<file path="src/rtl/alu_ctrl_pkg.sv">
// Shared encodings for the registered ALU-operation controller: ALUOp classes,
// 4-bit operation codes, FSM states and the base decode table.
package alu_ctrl_pkg;

    typedef enum logic [1:0] {
        ALUOP_MEM    = 2'b00,
        ALUOP_BRANCH = 2'b01,
        ALUOP_RI     = 2'b10,
        ALUOP_JUMP   = 2'b11
    } aluop_e;

    localparam logic [3:0] OP_AND = 4'b0000;
    localparam logic [3:0] OP_OR  = 4'b0001;
    localparam logic [3:0] OP_XOR = 4'b0010;
    localparam logic [3:0] OP_ADD = 4'b0011;
    localparam logic [3:0] OP_BEQ = 4'b0101;
    localparam logic [3:0] OP_BNE = 4'b0110;
    localparam logic [3:0] OP_SLT = 4'b0111;
    localparam logic [3:0] OP_BLT = 4'b0111;
    localparam logic [3:0] OP_BGE = 4'b1000;
    localparam logic [3:0] OP_LUI = 4'b1100;

    localparam logic [6:0] F7_BASE = 7'b0000000;
    localparam logic [6:0] F7_MEXT = 7'b0000001;

    typedef enum logic [1:0] {
        IDLE  = 2'b00,
        VALID = 2'b01,
        MULTI = 2'b10
    } state_e;

    // Base RV32I table; unlisted combinations fall back to the AND code.
    function automatic logic [3:0] base_decode(input logic [1:0] alu_op,
                                               input logic [6:0] funct7,
                                               input logic [2:0] funct3);
        logic [3:0] code;
        code = OP_AND;
        case (alu_op)
            ALUOP_MEM:  code = OP_ADD;
            ALUOP_JUMP: code = OP_LUI;
            ALUOP_BRANCH: begin
                case (funct3)
                    3'b000:  code = OP_BEQ;
                    3'b001:  code = OP_BNE;
                    3'b100:  code = OP_BLT;
                    3'b101:  code = OP_BGE;
                    default: code = OP_AND;
                endcase
            end
            default: begin
                case (funct3)
                    3'b000:  code = OP_ADD;
                    3'b010:  code = OP_SLT;
                    3'b100:  code = (funct7 == F7_BASE) ? OP_XOR : OP_AND;
                    3'b110:  code = (funct7 == F7_BASE) ? OP_OR  : OP_AND;
                    default: code = OP_AND;
                endcase
            end
        endcase
        return code;
    endfunction

endpackage

</file>
<file path="src/rtl/alu_op_decode.sv">
// Combinational ALUOp/Funct7/Funct3 decoder with a multi-cycle flag.
// M-extension decode is present only when ALU_CTRL_MEXT_EN is defined.
module alu_op_decode
    import alu_ctrl_pkg::*;
#(
    parameter int OP_W = 5
) (
    input  logic [1:0]      alu_op,
    input  logic [6:0]      funct7,
    input  logic [2:0]      funct3,
    output logic [OP_W-1:0] op_code,
    output logic            is_multi
);

    always_comb begin
        op_code      = '0;
        is_multi     = 1'b0;
        op_code[3:0] = base_decode(alu_op, funct7, funct3);
`ifdef ALU_CTRL_MEXT_EN
        // Funct3[2] selects DIV/DIVU/REM/REMU, which take the sequenced path.
        if (alu_op == ALUOP_RI && funct7 == F7_MEXT) begin
            op_code[4:0] = {2'b10, funct3};
            is_multi     = funct3[2];
        end
`endif
    end

endmodule

</file>
<file path="src/rtl/alu_ctrl_seq.sv">
// Registered, handshaked ALU-operation controller with flush and retire counter.
// Define ALU_CTRL_MEXT_EN to enable M-extension decode and multi-cycle DIV/REM.
module alu_ctrl_seq
    import alu_ctrl_pkg::*;
#(
    parameter int OP_W        = 5,
    parameter int MDIV_CYCLES = 8,
    parameter int CNT_W       = 16
) (
    input  logic             clk,
    input  logic             reset,
    input  logic             flush,
    input  logic             in_valid,
    output logic             in_ready,
    input  logic [1:0]       ALUOp,
    input  logic [6:0]       Funct7,
    input  logic [2:0]       Funct3,
    output logic             out_valid,
    input  logic             out_ready,
    output logic [OP_W-1:0]  Operation,
    output logic             busy,
    output logic [CNT_W-1:0] retired_cnt
);

    localparam int CD_W = (MDIV_CYCLES > 1) ? $clog2(MDIV_CYCLES) : 1;
    localparam logic [CD_W-1:0] CD_LOAD = CD_W'(MDIV_CYCLES - 1);

    state_e            state_q, state_d;
    logic [OP_W-1:0]   op_q, op_d;
    logic [CD_W-1:0]   cd_q, cd_d;
    logic [CNT_W-1:0]  retired_q, retired_d;

    logic [OP_W-1:0]   dec_op;
    logic              dec_multi;
    logic              accept;
    logic              handshake;

    alu_op_decode #(.OP_W(OP_W)) u_decode (
        .alu_op   (ALUOp),
        .funct7   (Funct7),
        .funct3   (Funct3),
        .op_code  (dec_op),
        .is_multi (dec_multi)
    );

    assign in_ready    = !flush && (state_q == IDLE || (state_q == VALID && out_ready));
    assign accept      = in_valid && in_ready;
    assign out_valid   = (state_q == VALID);
    assign handshake   = out_valid && out_ready;
    assign Operation   = op_q;
    assign retired_cnt = retired_q;

`ifdef ALU_CTRL_MEXT_EN
    assign busy = (state_q == MULTI);
`else
    assign busy = 1'b0;
`endif

    // accept is only possible in IDLE or in VALID with out_ready, so loading a
    // new op covers both the idle start and the back-to-back reload.
    always_comb begin
        state_d   = state_q;
        op_d      = op_q;
        cd_d      = cd_q;
        retired_d = retired_q + CNT_W'(handshake);
        if (flush) begin
            state_d = IDLE;
            cd_d    = '0;
        end else if (accept) begin
            op_d = dec_op;
            if (dec_multi) begin
                state_d = MULTI;
                cd_d    = CD_LOAD;
            end else begin
                state_d = VALID;
            end
        end else begin
            case (state_q)
                IDLE: state_d = IDLE;
                VALID: begin
                    if (out_ready) state_d = IDLE;
                end
                MULTI: begin
                    if (cd_q == '0) state_d = VALID;
                    else            cd_d    = cd_q - CD_W'(1);
                end
                default: state_d = IDLE;
            endcase
        end
    end

    always_ff @(posedge clk) begin
        if (reset) begin
            state_q   <= IDLE;
            op_q      <= '0;
            cd_q      <= '0;
            retired_q <= '0;
        end else begin
            state_q   <= state_d;
            op_q      <= op_d;
            cd_q      <= cd_d;
            retired_q <= retired_d;
        end
    end

endmodule

</file>
<file path="config.mk">
export PLATFORM = sky130hd
export DESIGN_NAME = alu_ctrl_seq
export DESIGN_NICKNAME = d
export VERILOG_FILES = /design/src/rtl/alu_ctrl_pkg.sv /design/src/rtl/alu_op_decode.sv /design/src/rtl/alu_ctrl_seq.sv
export SDC_FILE = /design/constraint.sdc
export NUM_CORES = 1
export LEC_CHECK = 0
export BUFFER_PORTS_ARGS = -buffer_cell sky130_fd_sc_hd__buf_4
export CORE_ASPECT_RATIO = 0.75
export CORE_MARGIN = 1
export CORE_UTILIZATION = 51
export DETAILED_ROUTE_END_ITERATION = 10
export PLACE_DENSITY = 0.82
export SYNTH_ARGS = -nofsm -noshare
export SYNTH_HDL_FRONTEND = slang
export SYNTH_SLANG_ARGS = --single-unit
</file>
<file path="constraint.sdc">
create_clock -name clk -period 3.02 [get_ports clk]
set_input_delay 0.604 -clock clk [delete_from_list [all_inputs] [get_ports clk]]
set_output_delay 0.604 -clock clk [all_outputs]
set_load 0.05 [all_outputs]
</file>
==> Implementation_results.wiki <==
{| class="wikitable"
! Metric !! Value
|-
| Run status || finished clean
|-
| Initial drt markers || 13
|-
| Maximum number of pins on one net before global-route repair || 26
|-
| Clock tree from TritonCTS || yes
|-
| Post-synth ARST share || 0%
|-
| Core region area || 0.001838 mm^2
|-
| Maximum net fanout on the critical path || 5
|-
| Unrepaired setup endpoints after global routing || false
|-
| Number of CTS-inserted buffers || 3
|-
| Cell chosen for the clock root || clkbuf_4
|-
| Final Hold Violating Endpoints || 0
|-
| Worst slew margin relative to its limit || 65.87%
|-
| H-tree levels || 1
|-
| Distinct cell type count after synthesis || 36
|-
| Worst clock skew on the final layout || 0.008663 ns
|-
| Placed insts || 173
|-
| EDFF count, synth || 0
|-
| Final WL || 2301 um
|-
| Post-layout nets || 175
|-
| Clock sink count || 21
|-
| Total leakage power || 0.5918 nW
|-
| Worst ir drop on vdd || 0.0002508 V
|-
| Maximum number of buffers from clock root to sink || 2
|-
| Max stage delay on crit path || 0.37 ns
|-
| Transition at the pin with the smallest max-transition slack || 0.5097 ns
|-
| Yosys warning count || 0
|-
| CP Data Required Time || 3.21 ns
|-
| Syn Inst Count || 116
|-
| Register area share after synthesis || 40.00%
|-
| Total global-route track usage || 23.29%
|-
| Wirelength per Cell || 13.00 um
|-
| FMAX || 535.0 MHz
|-
| CTS resizes || 0
|-
| Ratio of cells with drive above 1 in the final layout || 31.61%
|-
| Top-level port count || 41
|-
| Final Slew Violations || 0
|-
| Cts-stage hold buffer count || 0
|-
| Number of buffer cells added on primary ports || 38
|-
| Horizontal die dimension || 54.42 um
|-
| Crit. End Element || flip-flop
|-
| Classification of the worst-slack hold path || input pin to flip-flop
|-
| Post-route design area || 0.001371 mm^2
|-
| Clock-pin slew of the registers on the worst-case setup and hold paths || 0.11 ns
|-
| Flip-flop and latch count after synthesis || 21
|-
| Critical-path cell list || buf_4 -> and2_1 -> ha_1 -> nand2_1 -> nor4_4 -> and3_1 -> mux2_1
|-
| Vias per cell || 5.435
|-
| First-pass GRT wire length || 3525 um
|-
| Layout fillers || 138
|-
| Number of buffers inserted to repair setup after CTS || 0
|-
| Via total after detailed routing || 962
|-
| Insertion delay of the later-clocked pin in the worst-skew pair || 0.30 ns
|-
| Area enclosed by the die boundary || 0.002248 mm^2
|-
| Setup violation total in the final timing report || 0
|-
| Initial core utilization || 57.18%
|-
| DRC || 0
|-
| Period minus WS final || 1.869 ns
|-
| TritonRoute pass-1 iters || 5
|-
| Area growth from synthesis to layout || 30.48%
|-
| Arr. time, crit path || 2.05 ns
|-
| Weighted congestion reported at the end of routability-driven placement || 0.7166
|-
| Mean area per synthesized cell || 9.060 um^2
|-
| Post-synthesis cell area || 0.001051 mm^2
|-
| Die Span Y || 41.32 um
|-
| Fin crit share || 61.89%
|-
| Max-cap violations || 0
|-
| Estimated wirelength of the detail-placed design || 1780 um
|-
| Diode insertion count for antenna repair || 0
|-
| Buffering stage count on the worst path with inverters included || 1
|-
| Total power per unit cell area || 353.9 mW/mm^2
|-
| Crit-path leading delay family || simple AND/OR/NAND/NOR gates
|-
| Post-route ant nets || 0
|-
| GRT overflow || 0
|-
| Row cnt || 13
|-
| Vias in the first global route || 795
|-
| Setup Crit Path Kind || input pin to flip-flop
|-
| Post-route setup TNS || 0 ns
|-
| Startpoint type of the worst setup path || input pin
|-
| Final cell count without fillers || 177
|-
| Cell with the largest stage delay on the worst path || nor4_4
|-
| Standard cell area after detailed placement || 0.001345 mm^2
|-
| Most used flip-flop cell after synthesis || dfxtp_1
|-
| Number of antenna violations at the first check in global routing || 0
|}
kinds of logic after synthesis:
logic type               share of synthesized area, %
buffers and inverters                           2.499
AO/OA/AOI/OAI                                   10.59
AND/OR/NAND/NOR                                 32.50
flip-flops                                      40.00
multiplexers                                    2.500
XOR/XNOR                                        9.166
adder cells (fa/ha/maj)                         2.381
other                                          0.3568
cell usage after synthesis, types with 2 or more instances:
cell	number	area share, %
a21oi_1	5	2.4
and2_1	2	1.2
and4_1	3	2.5
buf_4	2	1.4
dfxtp_1	21	40
ha_1	2	2.4
nand2_1	4	1.4
nand2b_1	5	3.0
nand3_1	3	1.4
nand3_2	2	1.9
nand4_1	4	2.4
nor2_1	18	6.4
nor2b_1	5	3.0
nor3_1	4	1.9
o211ai_1	2	1.4
o21ai_0	3	1.4
o31ai_1	2	1.4
or4_1	2	1.4
xnor2_1	4	3.3
xor2_1	7	5.8
flip-flops by register name, summed over array words and instances (netlist names):
register,cells
retired_cnt,16
state_q,1
Operation,4
power by group:
part	switching [W]	internal [W]
registers	0.00000197	0.000281
clock network	0.0000784	0.0000514
logic	0.0000441	0.0000290
routing by layer:
layer | track usage [%] | up-vias | share of wire, %
li1 | - | 485 | -
met1 | 26.62 | 448 | 45
met2 | 42.68 | 27 | 50
met3 | 6.884 | 2 | 4.4
met4 | 7.051 | 0 | 0.52
met5 | 0 | - | 0
worst reg2reg max path, cell delays in order, from the launching register on:
cell and delay [ns]:
dfxtp_1 0.35, and2_1 0.14, ha_1 0.18, nand2_1 0.16, nor4_4 0.38, and3_1 0.21
mux2_1 0.32
final timing paths:
kind,slack [ns],startpoint,to,cells past startpoint
hold / removal,0.48,flush,state_q[0],2
hold reg to reg,0.49,Operation[1],Operation[1],2
setup reg to reg,1.18,state_q[0],retired_cnt[13],6
setup / recovery,1.15,out_ready,retired_cnt[13],7
cell type report:
class | count | area [um^2] | area share (%)
inverter | 1 | 3.754 | 0.2737
tap | 22 | 27.53 | 2.007
sequential | 21 | 420.4 | 30.66
clock buffer | 4 | 26.28 | 1.916
multi-input combinational | 91 | 608.1 | 44.34
timing repair buffer | 38 | 285.3 | 20.80
cells in the final DEF, fill, tap and decap left out, types with 4 or more instances in the layout:
cell type,n
a21oi_1,5
nand2b_1,5
nor3_1,4
nor2b_1,5
xor2_1,7
xnor2_1,4
nand2_1,4
nand4_1,4
dfxtp_1,21
nor2_1,18
buf_4,38
metrics by stage:
stage	setup slack, ns	hold slack (ns)	utilization [%]	total power [W]
CTS	1.153	0.4740	74.61	0.0004904
global route	1.040	0.4740	74.61	0.0005086
global placement	0.8901	0.4590	73.18	0.0003599
detailed placement	0.8397	0.4754	73.18	0.0003621
floorplan	0.9266	0.6833	-	0.0003318
finish	1.151	0.4791	74.61	0.0004854
(Power assumes the default switching activity.)
